## config.mk

```make
export PLATFORM = sky130hd
export DESIGN_NAME = therm_scan_ctrl
export DESIGN_NICKNAME = d
export VERILOG_FILES = /design/src/rtl/therm_pkg.sv /design/src/rtl/therm_period_timer.sv /design/src/rtl/therm_scan_ctrl.sv
export SDC_FILE = /design/constraint.sdc
export NUM_CORES = 1
export LEC_CHECK = 0
export ABC_AREA = 1
export BUFFER_PORTS_ARGS = -buffer_cell sky130_fd_sc_hd__buf_2
export CORE_UTILIZATION = 50
export CTS_CLUSTER_DIAMETER = 40
export DETAILED_ROUTE_END_ITERATION = 8
export PLACE_DENSITY_LB_ADDON = 0.08
export SLEW_MARGIN = 20
export SYNTH_ARGS = -nofsm -noshare
export SYNTH_HDL_FRONTEND = slang
export SYNTH_SLANG_ARGS = --single-unit
```

## constraint.sdc

```tcl
create_clock -name clk -period 4.3 [get_ports clk]
set_clock_uncertainty 0.2 [all_clocks]
set_input_delay 0.645 -clock clk [delete_from_list [all_inputs] [get_ports clk]]
set_output_delay 0.645 -clock clk [all_outputs]
set_load 0.03 [all_outputs]
```

## src/rtl/therm_pkg.sv

```systemverilog
// therm_pkg: shared definitions for the thermistor scan controller.
//   state_e  - sequencer states (IDLE, REQ, SETTLE, REPORT)
//   TEMP_W   - converter temperature width
//   VOLT_W   - ADC voltage code width
//   ch_idx_w - index width for n items, never less than 1
package therm_pkg;

  localparam int unsigned TEMP_W = 32;
  localparam int unsigned VOLT_W = 32;

  typedef enum logic [1:0] {
    IDLE   = 2'd0,
    REQ    = 2'd1,
    SETTLE = 2'd2,
    REPORT = 2'd3
  } state_e;

  function automatic int unsigned ch_idx_w(input int unsigned n);
    return (n <= 2) ? 1 : $clog2(n);
  endfunction

endpackage

```

## src/rtl/therm_period_timer.sv

```systemverilog
// therm_period_timer: scan period counter with a one-bit pending tick.
//   clk, rst_n   - clock, async active-low reset
//   en           - scanning enable; low clears counter and pending tick
//   tick_clr     - sequencer consumed the pending tick
//   tick_pending - a scan is due
module therm_period_timer #(
  parameter int unsigned SCAN_PERIOD = 1000
) (
  input  logic clk,
  input  logic rst_n,
  input  logic en,
  input  logic tick_clr,
  output logic tick_pending
);

  localparam int unsigned CNT_W = (SCAN_PERIOD <= 2) ? 1 : $clog2(SCAN_PERIOD);
  localparam logic [CNT_W-1:0] CNT_LAST = CNT_W'(SCAN_PERIOD - 1);

  logic [CNT_W-1:0] cnt_q, cnt_d;
  logic             pend_q, pend_d;
  logic             en_q, en_d;

  always_comb begin
    cnt_d  = '0;
    pend_d = 1'b0;
    en_d   = en;
    if (en) begin
      cnt_d  = (cnt_q == CNT_LAST) ? '0 : cnt_q + 1'b1;
      // A new tick wins over a same-cycle clear; ticks during a scan collapse.
      pend_d = pend_q & ~tick_clr;
      if (!en_q || (cnt_q == CNT_LAST)) begin
        pend_d = 1'b1;
      end
    end
  end

  always_ff @(posedge clk or negedge rst_n) begin
    if (!rst_n) begin
      cnt_q  <= '0;
      pend_q <= 1'b0;
      en_q   <= 1'b0;
    end else begin
      cnt_q  <= cnt_d;
      pend_q <= pend_d;
      en_q   <= en_d;
    end
  end

  assign tick_pending = pend_q;

endmodule

```

## src/rtl/therm_scan_ctrl.sv

```systemverilog
// therm_scan_ctrl: time-shares one combinational thermistor converter over
// NUM_CH channels. Each period it requests an ADC sample per channel, drives
// it onto the converter, captures the temperature after CONV_LAT cycles and
// publishes one result per channel.
//   clk, rst_n          - clock, async active-low reset
//   en                  - scanning enable
//   adc_req/adc_ch      - sample request and channel
//   adc_ack/adc_data    - one-cycle ack with sample
//   conv_v/conv_temp    - converter input / output
//   res_valid/res_ch/res_temp/res_err - result pulse and payload
//   scan_done           - pulse with the last channel's result
//   busy                - sequencer not idle
// Optional build macro THERM_ALARM_EN adds temp_hi, temp_hyst inputs and a
// per-channel hysteresis alarm output.
module therm_scan_ctrl
  import therm_pkg::*;
#(
  parameter  int unsigned NUM_CH      = 4,
  parameter  int unsigned SCAN_PERIOD = 1000,
  parameter  int unsigned CONV_LAT    = 2,
  parameter  int unsigned ADC_TIMEOUT = 64,
  localparam int unsigned CH_W        = ch_idx_w(NUM_CH)
) (
  input  logic              clk,
  input  logic              rst_n,
  input  logic              en,
  output logic              adc_req,
  output logic [CH_W-1:0]   adc_ch,
  input  logic              adc_ack,
  input  logic [VOLT_W-1:0] adc_data,
  output logic [VOLT_W-1:0] conv_v,
  input  logic [TEMP_W-1:0] conv_temp,
  output logic              res_valid,
  output logic [CH_W-1:0]   res_ch,
  output logic [TEMP_W-1:0] res_temp,
  output logic              res_err,
  output logic              scan_done,
  output logic              busy
`ifdef THERM_ALARM_EN
  ,
  input  logic [TEMP_W-1:0] temp_hi,
  input  logic [TEMP_W-1:0] temp_hyst,
  output logic [NUM_CH-1:0] alarm
`endif
);

  localparam int unsigned CNT_MAX = (ADC_TIMEOUT > CONV_LAT) ? ADC_TIMEOUT : CONV_LAT;
  localparam int unsigned CNT_W   = ch_idx_w(CNT_MAX);
  localparam logic [CNT_W-1:0] TMO_LAST = CNT_W'(ADC_TIMEOUT - 1);
  localparam logic [CNT_W-1:0] LAT_LAST = CNT_W'(CONV_LAT - 1);
  localparam logic [CH_W-1:0]  CH_LAST  = CH_W'(NUM_CH - 1);

  state_e            state_q, state_d;
  logic [CH_W-1:0]   ch_q, ch_d;
  logic [CNT_W-1:0]  cnt_q, cnt_d;
  logic              err_q, err_d;
  logic [VOLT_W-1:0] conv_v_q, conv_v_d;
  logic [TEMP_W-1:0] res_temp_q, res_temp_d;
  logic [CH_W-1:0]   res_ch_q, res_ch_d;
  logic              tick_pending;
  logic              tick_clr;

  therm_period_timer #(
    .SCAN_PERIOD (SCAN_PERIOD)
  ) u_timer (
    .clk          (clk),
    .rst_n        (rst_n),
    .en           (en),
    .tick_clr     (tick_clr),
    .tick_pending (tick_pending)
  );

  // One counter serves as ack timeout in REQ and settle timer in SETTLE.
  always_comb begin
    state_d    = state_q;
    ch_d       = ch_q;
    cnt_d      = cnt_q;
    err_d      = err_q;
    conv_v_d   = conv_v_q;
    res_temp_d = res_temp_q;
    res_ch_d   = res_ch_q;
    tick_clr   = 1'b0;
    unique case (state_q)
      IDLE: begin
        if (tick_pending) begin
          tick_clr = 1'b1;
          ch_d     = '0;
          cnt_d    = '0;
          state_d  = REQ;
        end
      end
      REQ: begin
        // Ack on the expiry cycle still counts as a good sample.
        if (adc_ack) begin
          conv_v_d = adc_data;
          cnt_d    = '0;
          state_d  = SETTLE;
        end else if (cnt_q == TMO_LAST) begin
          err_d      = 1'b1;
          res_temp_d = '0;
          res_ch_d   = ch_q;
          state_d    = REPORT;
        end else begin
          cnt_d = cnt_q + 1'b1;
        end
      end
      SETTLE: begin
        if (cnt_q == LAT_LAST) begin
          err_d      = 1'b0;
          res_temp_d = conv_temp;
          res_ch_d   = ch_q;
          state_d    = REPORT;
        end else begin
          cnt_d = cnt_q + 1'b1;
        end
      end
      REPORT: begin
        if ((ch_q == CH_LAST) || !en) begin
          state_d = IDLE;
        end else begin
          ch_d    = ch_q + 1'b1;
          cnt_d   = '0;
          state_d = REQ;
        end
      end
      default: state_d = IDLE;
    endcase
  end

  always_ff @(posedge clk or negedge rst_n) begin
    if (!rst_n) begin
      state_q    <= IDLE;
      ch_q       <= '0;
      cnt_q      <= '0;
      err_q      <= 1'b0;
      conv_v_q   <= '0;
      res_temp_q <= '0;
      res_ch_q   <= '0;
    end else begin
      state_q    <= state_d;
      ch_q       <= ch_d;
      cnt_q      <= cnt_d;
      err_q      <= err_d;
      conv_v_q   <= conv_v_d;
      res_temp_q <= res_temp_d;
      res_ch_q   <= res_ch_d;
    end
  end

  assign adc_req   = (state_q == REQ);
  assign adc_ch    = ch_q;
  assign conv_v    = conv_v_q;
  assign res_valid = (state_q == REPORT);
  assign res_ch    = res_ch_q;
  assign res_temp  = res_temp_q;
  assign res_err   = res_valid & err_q;
  assign scan_done = res_valid & (ch_q == CH_LAST);
  assign busy      = (state_q != IDLE);

`ifdef THERM_ALARM_EN
  logic [NUM_CH-1:0] alarm_q, alarm_d;
  logic [TEMP_W-1:0] clr_thr;

  // Updated on the same edge that loads res_temp, so it is visible with res_valid.
  always_comb begin
    alarm_d = alarm_q;
    clr_thr = (temp_hyst > temp_hi) ? '0 : temp_hi - temp_hyst;
    if ((state_q == SETTLE) && (cnt_q == LAT_LAST)) begin
      if (conv_temp > temp_hi) begin
        alarm_d[ch_q] = 1'b1;
      end else if (conv_temp < clr_thr) begin
        alarm_d[ch_q] = 1'b0;
      end
    end
  end

  always_ff @(posedge clk or negedge rst_n) begin
    if (!rst_n) begin
      alarm_q <= '0;
    end else begin
      alarm_q <= alarm_d;
    end
  end

  assign alarm = alarm_q;
`endif

endmodule

```

==> metrics.md <==
| Metric | Value |
|---|---|
| Status | finished, final reports clean |
| Fin. Hold Viols | 0 |
| Pre-CTS WS | 2.03 ns |
| Power per cell area | roughly 670 nW/um^2 |
| IO Count | 141 |
| Unrepaired setup endpoints after global routing | false |
| P&R area growth vs syn | 25.3% |
| Post-DR wirelength/cell | 12.8 um |
| Setup-failing EPs final | 0 |
| DRT antenna net count | 0 |
| Post-Synth XOR/XNOR Area | 0.679% |
| CTS clock-pin slew for the worst setup and hold paths | about 0.09 ns |
| Buffers on Ports | 140 |
| Drt first pass iters | 4 |
| CTS tree | built |
| GRT busiest layer | met2 |
| Pleak | between 0.002 and 0.003 uW |
| DR vias | 3119 |
| CP Launch Type | flip-flop |
| Max IR drop VDD | 0.383 mV |
| Ratio of cells with drive above 1 in the final layout | 36.4% |
| Core region area | 7370 sq um |
| Final setup TNS | 0 ns |
| Simple-Gate Fraction of Synth Area | 22.9% |
| Compound-Gate Fraction of Synth Area | 1.62% |
| Antenna cells | 0 |
| Largest net degree at the start of global routing | 60 |
| Syn Inst Count | about 400 |
| Clock Latency Late Sink | 0.35 ns |
| Total power | 3230 uW |
| Num rows | 31 |
| Final WS setup | slightly above 2 ns |
| Clock sinks | 89 |
| Post-synthesis mux area share | around a tenth |
| Worst Path Required | 4.34 ns |
| Global Route met1 Usage | 29.0% |
| Setup CP Type | reg -> reg |
| Die area | 8100 sq um |
| Worst slew margin | 51.2% |
| H-tree depth | 3 |
| CTS Hold Buffers Added | 0 |
| Final wirelength | 8200 um |
| CP Data Arrival Time | between 2 and 2.5 ns |
| Initial Util | a little over half |
| Post-CTS sizing | 0 |
| Yosys warns | 0 |
| Vias in the first global route | 2979 |
| FF+latch count, synth | 89 |
| Post-CTS setup buffer count | 0 |
| Final Core Density | 65.8% |
| M2 GR Usage | about a third |
| Post-DP HPWL | 5840 um |
| Die Span X | 90.0 um |
| DIE HEIGHT | 90.0 um |
| Syn_area_per_cell | between 9 and 10 sq um |
| Placed Area | between 4000 and 5000 sq um |
| CTS max path bufs | 2 |
| Drt drc | 0 |
| # nets final | around 610 |
| Global Route Usage Sum | between 20 and 25% |
| Post-synthesis adder-cell area fraction | between 2 and 3% |
| Root Driver | clkbuf_8 |
| Fin crit share | 53.0% |
| Type of the most critical hold path | in -> async |
| Syn_nets | 472 |
| Max Slew Vio Count | 0 |
| GPL Wtd Cong | 0.824 |
| Crit path capture type | flip-flop |
| Met3 Use GR | 3.55% |
| Yosys cell types | 24 |
| Via density per instance | slightly below 5 |
| Total CTS buffers | 9 |
| Max_cap viols | 0 |
| GR Overflow Total | 0 |
| Worst slew pin tran | 0.732 ns |
| First-pass GRT wire length | 13900 um |
| Antenna violations before repair | 0 |
| CP max FO | 36 |
| Seq/Total Area, Yosys | 57.5% |
| Largest family of logic cells by synthesized area | simple AND/OR/NAND/NOR gates |
| Fin area | 4850 sq um |
| Tmin final | ~2.3 ns |
| Fmax | between 0.4 and 0.5 GHz |
| Initial drt markers | 126 |
| Post-Syn Area | 3870 sq um |
-- metal layers --
layer	vias up	wire [um]
met2	93	3960
li1	1547	-
met1	1473	3730
met4	0	57
met5	-	0
met3	6	456
-- synthesized netlist by cell type --
cell	count	share of area (%)
nand4_1	4	0.65
nor2_2	1	0.16
dfrtp_1	89	58
ha_1	9	2.9
nand2_1	122	12
inv_2	1	0.097
xnor2_1	1	0.23
nand2_4	2	0.58
inv_1	28	2.7
or2_2	1	0.16
nor3b_1	1	0.19
nor3_1	4	0.52
nand3_1	44	5.7
nor2_1	28	2.7
nand2_2	1	0.16
a21oi_1	5	0.65
o21ai_0	5	0.65
buf_4	3	0.58
mux2_2	32	9.3
xor2_1	2	0.45
nand3_2	1	0.26
a31oi_1	2	0.32
buf_6	3	0.87
buf_2	6	0.78
-- stage by stage --
step                hold slack (ns)  cells
finish                        0.140    640
global route                  0.193    640
CTS                           0.157    640
detailed placement            0.224    624
global placement              0.223    624
floorplan                     0.149    395
-- state kept, by name, indices dropped and copies added (netlist names) --
name,count
u_timer.cnt_q,10
res_temp,32
u_timer.en_q,1
state_q,2
adc_ch,2
conv_v,32
u_timer.tick_pending,1
err_q,1
cnt_q,6
res_ch,2
-- power breakdown --
group / switching, uW / total, uW / internal, uW
registers: 119 / 1190 / 1070
clock network: 303 / 635 / 332
logic: 960 / 1400 / 444
-- worst max-delay path: stages (launching register included) --
cell and delay [ns]:
dfrtp_1 0.42, inv_1 0.12, ha_1 0.22, inv_1 0.08, or2_2 0.30, nand2_4 0.32
nand2_4 0.30, nand2_1 0.15, nand2_1 0.06
-- cell usage in the layout (no fill, tap or decap), drive strengths merged, types with 9 or more instances in the layout --
master	count
buf	142
nand2	125
dfrtp	89
nand3	45
mux2	32
inv	31
nor2	29
ha	9
clkbuf	9
-- worst paths after layout --
path	from	end	slack [ns]	cells past startpoint
max in group asynchronous	rst_n	state_q[0]$_DFFE_PN0P_	2.85	2
worst min register to register	u_timer.en_q$_DFF_PN0_	u_timer.tick_pending$_DFF_PN0_	0.24	1
worst min-delay path	rst_n	res_temp[22]$_DFFE_PN0P_	0.14	1
worst max register to register	state_q[0]$_DFFE_PN0P_	res_temp[28]$_DFFE_PN0P_	2.02	8
min in group clk	u_timer.en_q$_DFF_PN0_	u_timer.tick_pending$_DFF_PN0_	0.24	1
worst max-delay path	state_q[0]$_DFFE_PN0P_	res_temp[28]$_DFFE_PN0P_	2.02	8
-- logic make-up after synthesis --
kind of cell,after synthesis
xor gates and xnor gates,3
AOI/OAI and AO/OA,12
and+or+nand+nor,209
DFF,89
muxes,32
buffers and inverters,41
adders and majority gates,9
-- area by class of cell --
type / count / area, sq um
fill: 646 / 2520
tap: 99 / 124
timing repair buffer: 142 / 718
inverter: 29 / 109
clock inverter: 7 / 101
sequential: 89 / 2230
clock buffer: 9 / 124
multi-input combinational: 265 / 1450
No activity file was read; power rests on OpenSTA's default activity.
